==> config.mk <==
export PLATFORM = sky130hd
export DESIGN_NAME = puvvada_says_btn_input
export DESIGN_NICKNAME = d
export VERILOG_FILES = /design/src/rtl/puvvada_says_btn_input.sv
export SDC_FILE = /design/constraint.sdc
export NUM_CORES = 1
export LEC_CHECK = 0
export CELL_PAD_IN_SITES_DETAIL_PLACEMENT = 1
export CELL_PAD_IN_SITES_GLOBAL_PLACEMENT = 1
export CORE_AREA = 10 10 80 82
export CTS_BUF_LIST = sky130_fd_sc_hd__clkbuf_8 sky130_fd_sc_hd__clkbuf_16
export DETAILED_ROUTE_END_ITERATION = 16
export DIE_AREA = 0 0 90 92
export PLACE_DENSITY_LB_ADDON = 0.1
export SYNTH_ARGS = -nofsm -noshare
export SYNTH_HDL_FRONTEND = slang
export SYNTH_SLANG_ARGS = --single-unit
==> constraint.sdc <==
create_clock -name Clk -period 5.5 [get_ports Clk]
set_clock_uncertainty 0.1 [all_clocks]
set_input_delay 0.55 -clock Clk [delete_from_list [all_inputs] [get_ports Clk]]
set_output_delay 0.55 -clock Clk [all_outputs]
set_load 0.1 [all_outputs]
==> src/rtl/puvvada_says_btn_input.sv <==
// puvvada_says_btn_input: synchronizes and debounces the four colour buttons,
// arbitrates them into one accepted press and hands that press to the state
// machine over a valid/ack handshake. Chords and bounces never produce a press.
module puvvada_says_btn_input #(
  parameter int unsigned DEBOUNCE_CYCLES = 1000000,
  parameter int unsigned CNT_W           = 20
) (
  input  logic       Clk,
  input  logic       Reset,
  input  logic       Btn_U,
  input  logic       Btn_R,
  input  logic       Btn_D,
  input  logic       Btn_L,
  input  logic       En,
  input  logic       btn_ack,
  output logic       btn_valid,
  output logic [1:0] btn_code,
  output logic       overrun,
  output logic       busy,
  output logic [7:0] press_count
);

  localparam int unsigned NUM_BTN = 4;
  localparam int unsigned CODE_W  = 2;
  localparam int unsigned COUNT_W = 8;

  // Terminal count of a debounce window (press or release).
  localparam logic [CNT_W-1:0] CNT_LAST = CNT_W'(DEBOUNCE_CYCLES - 1);

  localparam logic [1:0] ST_IDLE        = 2'd0;
  localparam logic [1:0] ST_DEB_PRESS   = 2'd1;
  localparam logic [1:0] ST_HOLD        = 2'd2;
  localparam logic [1:0] ST_DEB_RELEASE = 2'd3;

  // Button vectors are ordered {U, R, D, L}; code c lives at bit (3 - c).
  logic [NUM_BTN-1:0] raw_vec;
  logic [NUM_BTN-1:0] sync_meta;
  logic [NUM_BTN-1:0] vec;

  logic [1:0]         state;
  logic [1:0]         state_next;
  logic [CNT_W-1:0]   cnt;
  logic [CNT_W-1:0]   cnt_next;
  logic [CODE_W-1:0]  cur;
  logic [CODE_W-1:0]  cur_next;

  logic [CODE_W-1:0]  arm_code_c;
  logic [NUM_BTN-1:0] cur_onehot_c;
  logic               accept_c;
  logic               ack_take_c;

  assign raw_vec = {Btn_U, Btn_R, Btn_D, Btn_L};

  // Two-flop synchronizer for the asynchronous button levels.
  always_ff @(posedge Clk) begin
    if (Reset) begin
      sync_meta <= '0;
      vec       <= '0;
    end else begin
      sync_meta <= raw_vec;
      vec       <= sync_meta;
    end
  end

  // Fixed-priority pick of the button to arm on: U, then R, then D, then L.
  always_comb begin
    arm_code_c = CODE_W'(3);
    if (vec[3]) begin
      arm_code_c = CODE_W'(0);
    end else if (vec[2]) begin
      arm_code_c = CODE_W'(1);
    end else if (vec[1]) begin
      arm_code_c = CODE_W'(2);
    end
  end

  // Only the armed button, alone, keeps a press debounce alive.
  assign cur_onehot_c = NUM_BTN'(4'b1000 >> cur);

  // State register plus debounce counter and armed-button latch.
  always_ff @(posedge Clk) begin
    if (Reset) begin
      state <= ST_IDLE;
      cnt   <= '0;
      cur   <= '0;
      busy  <= 1'b0;
    end else begin
      state <= state_next;
      cnt   <= cnt_next;
      cur   <= cur_next;
      busy  <= (state_next != ST_IDLE);
    end
  end

  // Next-state logic: arm, debounce press, wait for release, debounce release.
  always_comb begin
    state_next = state;
    cnt_next   = cnt;
    cur_next   = cur;
    accept_c   = 1'b0;
    case (state)
      ST_IDLE: begin
        cnt_next = '0;
        if (En && (vec != '0)) begin
          state_next = ST_DEB_PRESS;
          cur_next   = arm_code_c;
        end
      end
      ST_DEB_PRESS: begin
        if (!En || (vec != cur_onehot_c)) begin
          state_next = ST_IDLE;
          cnt_next   = '0;
        end else if (cnt == CNT_LAST) begin
          state_next = ST_HOLD;
          cnt_next   = '0;
          accept_c   = 1'b1;
        end else begin
          cnt_next = cnt + CNT_W'(1);
        end
      end
      ST_HOLD: begin
        if (vec == '0) begin
          state_next = ST_DEB_RELEASE;
          cnt_next   = '0;
        end
      end
      ST_DEB_RELEASE: begin
        if (vec != '0) begin
          state_next = ST_HOLD;
          cnt_next   = '0;
        end else if (cnt == CNT_LAST) begin
          state_next = ST_IDLE;
          cnt_next   = '0;
        end else begin
          cnt_next = cnt + CNT_W'(1);
        end
      end
      default: begin
        state_next = ST_IDLE;
        cnt_next   = '0;
      end
    endcase
  end

  // An ack retires the pending press before a same-edge accept is considered.
  assign ack_take_c = btn_ack & btn_valid;

  // Handshake register: load a new press, retire on ack, flag dropped presses.
  always_ff @(posedge Clk) begin
    if (Reset) begin
      btn_valid   <= 1'b0;
      btn_code    <= '0;
      overrun     <= 1'b0;
      press_count <= '0;
    end else begin
      if (ack_take_c) begin
        btn_valid <= 1'b0;
      end
      if (accept_c) begin
        if (btn_valid && !ack_take_c) begin
          overrun <= 1'b1;
        end else begin
          btn_valid   <= 1'b1;
          btn_code    <= cur;
          press_count <= press_count + COUNT_W'(1);
        end
      end
    end
  end

endmodule
==> implementation parameters <==
Parameter                              Value

Power
  Clock power frac    around 37%
  Leakage power total    0.764 nW
  Combinational power share    under 10%
  Sw Share    approximately 24%
  Peak VDD IR    between 0.15 and 0.2 mV
  Seq pwr share    about 58%
  Power per cell area    ~230 nW/um^2
  Power spent charging and discharging nets    141 uW
  Total internal power    436 uW

Final layout
  Fraction of final layout cells with drive strength greater than 1    between 7 and 8%
  Cell area after layout    between 2000 and 3000 um^2
  Layout-stage area growth over the synthesis result    16.9%
  Number of diodes added for antenna fixing    0
  Final net count    283
  Number of fill cells in the layout    596

Place
  Number of port buffers    20
  Placed instance area    about 2400 um^2
  Half-perimeter wire length of the detailed placement result    around 3800 um
  Minimum setup slack after placement    2.49 ns
  RD Place Congestion    around 0.76

Logic synthesis
  Leading area contributor after synthesis    sky130_fd_sc_hd__dfxtp_1
  Number of flops mapped to enable cells by yosys    0
  Number of warnings printed during yosys synthesis    0
  Register bit total from synthesis    45
  Synth top area share    a little over two fifths
  Share of synthesized registers carrying an async set or reset    0%
  Post-synth top flop    sky130_fd_sc_hd__dfxtp_1
  Post-Synthesis Net Count    263
  Netlist cell types    48
  Fraction of the yosys area taken by sequential cells    42.0%
  Cells taking the most area after synthesis    sky130_fd_sc_hd__dfxtp_1, sky130_fd_sc_hd__a21oi_1, sky130_fd_sc_hd__nor3_1
  Number of cells produced by synthesis    roughly 250
  Top-count cell post-synth    sky130_fd_sc_hd__dfxtp_1
  Cell types with the highest counts after synthesis    sky130_fd_sc_hd__dfxtp_1, sky130_fd_sc_hd__nand2_1, sky130_fd_sc_hd__a21oi_1, sky130_fd_sc_hd__nor3_1, sky130_fd_sc_hd__nand3_1
  Average footprint of a synthesized cell    around 8.5 um^2
  Mapped Area    about 2100 um^2

STA
  Timing-limited maximum frequency    346 MHz
  Setup slack of the critical path after layout    between 2 and 3 ns
  Sum Neg Setup Slack    0 ns
  Endpoints failing hold    0
  Final Max Slew Viols    0
  Slew headroom    32.8%
  Worst slew pin tran    slightly above 1 ns
  Share of the clock period used by the worst path after layout    52.5%
  Final-report setup violation count    0
  Unrepaired setup endpoints after global routing    false
  Clock period minus final worst setup slack    2.89 ns

GRT
  Global-route wire length before repair    ~9000 um
  Number of global-route vias before repair    ~1800
  Total global-route track usage    between 10% and 20%
  Pin count of the biggest net entering global routing    50
  Final global-route overflow total    0
  Initial antenna violation count    0

Setup path
  Setup slack of the worst register-to-register path    2.61 ns
  Reg2reg start    cnt[0]$_SDFFE_PP0P_
  CP endpoint    cnt[11]$_SDFFE_PP0P_
  Endpoint of the most critical register-to-register path    cnt[11]$_SDFFE_PP0P_
  R2R depth    6
  Maximum fanout along the worst path    13
  Required time at the worst-slack endpoint    5.55 ns
  Start-to-end type of the worst setup path    reg -> reg
  Startpoint Class    register
  First element of the critical path    cnt[0]$_SDFFE_PP0P_
  Data arrival time of the critical path    2.94 ns
  Kind of capture point of the worst setup path    register

Detailed routing
  Avg WL per Cell    roughly 16 um
  Via total after detailed routing    roughly 1900
  Post-route ant nets    0
  DR iter-0 viols    120
  Via density per instance    5.53
  Number of search-and-repair iterations in the first detailed-routing pass    4
  Final WL    5360 um
  Detailed-route DRC error count    0

Flow run
  Maximum Capacitance Violations    0

Clock tree
  Number of gates resized after cts    0
  CTS Buffer Depth    2
  Clock latency on the worst-skew pair    around 0.3 ns
  Clock tree from TritonCTS    built
  H-Tree Depth    2
  Number of buffers inserted by post-CTS setup repair    0
  Total of hold buffers inserted after clock tree synthesis    0
  Clock sink count    45
  Clock transition at the registers of the reported paths    about 0.090 ns
  Root buf cell    sky130_fd_sc_hd__clkbuf_8
  Num CTS Buffers    5

Die
  Y dimension of the die    slightly above 90 um
  Die Width    roughly 90 um
  Ports placed on the boundary    21
  Placeable core region    between 4000 and 5000 um^2
  Floorplan row count    26
  Area enclosed by the die boundary    ~8300 um^2
  Starting utilization of the core area    43.7%

Status
  Result of the run    completed

Hold path
  Class of the tightest hold or removal check    reg -> reg
  Hold path cells    1
power groups by stage:
stage	clock, mW	sequential (mW)	combinational, mW
2_1_floorplan	0	0.343	0.0161
6_report	0.213	0.334	0.0297
4_1_cts	0.224	0.334	0.0301
3_3_place_gp	0	0.341	0.0295
3_5_place_dp	0	0.342	0.0300
5_1_grt	0.236	0.335	0.0330
worst min-delay path by stage:
| stage | from | end |
|---|---|---|
| 2_1_floorplan | sync_meta[0]$_SDFF_PP0_ | vec[0]$_SDFF_PP0_ |
| 3_3_place_gp | sync_meta[1]$_SDFF_PP0_ | vec[1]$_SDFF_PP0_ |
| 3_5_place_dp | sync_meta[2]$_SDFF_PP0_ | vec[2]$_SDFF_PP0_ |
| 4_1_cts | sync_meta[2]$_SDFF_PP0_ | vec[2]$_SDFF_PP0_ |
| 5_1_grt | sync_meta[1]$_SDFF_PP0_ | vec[1]$_SDFF_PP0_ |
| 6_report | sync_meta[2]$_SDFF_PP0_ | vec[2]$_SDFF_PP0_ |
cells by family (layout without fill, tap and decap cells):
logic type | after synthesis | count (layout) | share of synthesized area, %
AOI/OAI and AO/OA | 52 | 52 | 15.3
DFF | 45 | 45 | 42.0
buffers and inverters | 16 | 37 | 3.15
muxes | 6 | 6 | 3.33
adders and majority gates | 2 | 2 | 1.17
and+or+nand+nor | 123 | 123 | 31.3
xor gates and xnor gates | 9 | 9 | 3.68
through the flow:
stage	total power [mW]	cells	hold slack [ns]	util (%)
final	0.576	344	0.348	51.0
after floorplan	0.359	253	0.314	-
after global placement	0.371	336	0.317	49.1
after global routing	0.604	344	0.363	51.0
after detailed placement	0.372	336	0.328	49.1
after CTS	0.588	344	0.353	51.0
critical path, stage by stage (launching register included):
cell,delay [ns]
sky130_fd_sc_hd__dfxtp_1,0.39
sky130_fd_sc_hd__ha_1,0.19
sky130_fd_sc_hd__nand3_1,0.21
sky130_fd_sc_hd__nor4bb_1,0.53
sky130_fd_sc_hd__nand2b_1,0.46
sky130_fd_sc_hd__a21oi_1,0.75
sky130_fd_sc_hd__a311oi_1,0.11
registers in the layout, summed over array words and instances, names as in the netlist:
name	count
overrun	1
busy	1
cnt	20
vec	4
cur	2
btn_valid	1
btn_code	2
press_count	8
state	2
sync_meta	4
placed cells by master, fill, tap and decap left out, types with 3 or more instances in the layout:
| cell type | instances |
|---|---|
| sky130_fd_sc_hd__nor3b_1 | 3 |
| sky130_fd_sc_hd__a31oi_1 | 4 |
| sky130_fd_sc_hd__o211ai_1 | 6 |
| sky130_fd_sc_hd__buf_4 | 4 |
| sky130_fd_sc_hd__nor4_1 | 8 |
| sky130_fd_sc_hd__inv_1 | 5 |
| sky130_fd_sc_hd__nand3_1 | 16 |
| sky130_fd_sc_hd__nor3_1 | 18 |
| sky130_fd_sc_hd__clkdlybuf4s50_1 | 20 |
| sky130_fd_sc_hd__xnor2_1 | 8 |
| sky130_fd_sc_hd__nor2_1 | 15 |
| sky130_fd_sc_hd__mux2_2 | 5 |
| sky130_fd_sc_hd__dfxtp_1 | 45 |
| sky130_fd_sc_hd__nand2_1 | 22 |
| sky130_fd_sc_hd__nand2b_1 | 3 |
| sky130_fd_sc_hd__a21oi_1 | 18 |
| sky130_fd_sc_hd__nand4_1 | 6 |
| sky130_fd_sc_hd__o21ai_0 | 9 |
| sky130_fd_sc_hd__nor2b_1 | 14 |
| sky130_fd_sc_hd__clkbuf_8 | 5 |
metal layers:
metal,GRT usage (%),share of wire (%)
met5,0,0
met4,3.58,1.3
met3,3.10,3.1
met2,21.5,46
met1,16.6,49
area by class of cell:
cell class	count	area (um^2)	area share, %
Multi-Input combinational cell	192	1180	46.9
Sequential cell	45	901	35.9
Inverter	5	18.8	0.749
Timing Repair Buffer	24	230	9.18
Tap cell	70	87.6	3.49
Clock inverter	3	25.0	0.998
Clock buffer	5	68.8	2.74
No activity file was read; power rests on OpenSTA's default activity.
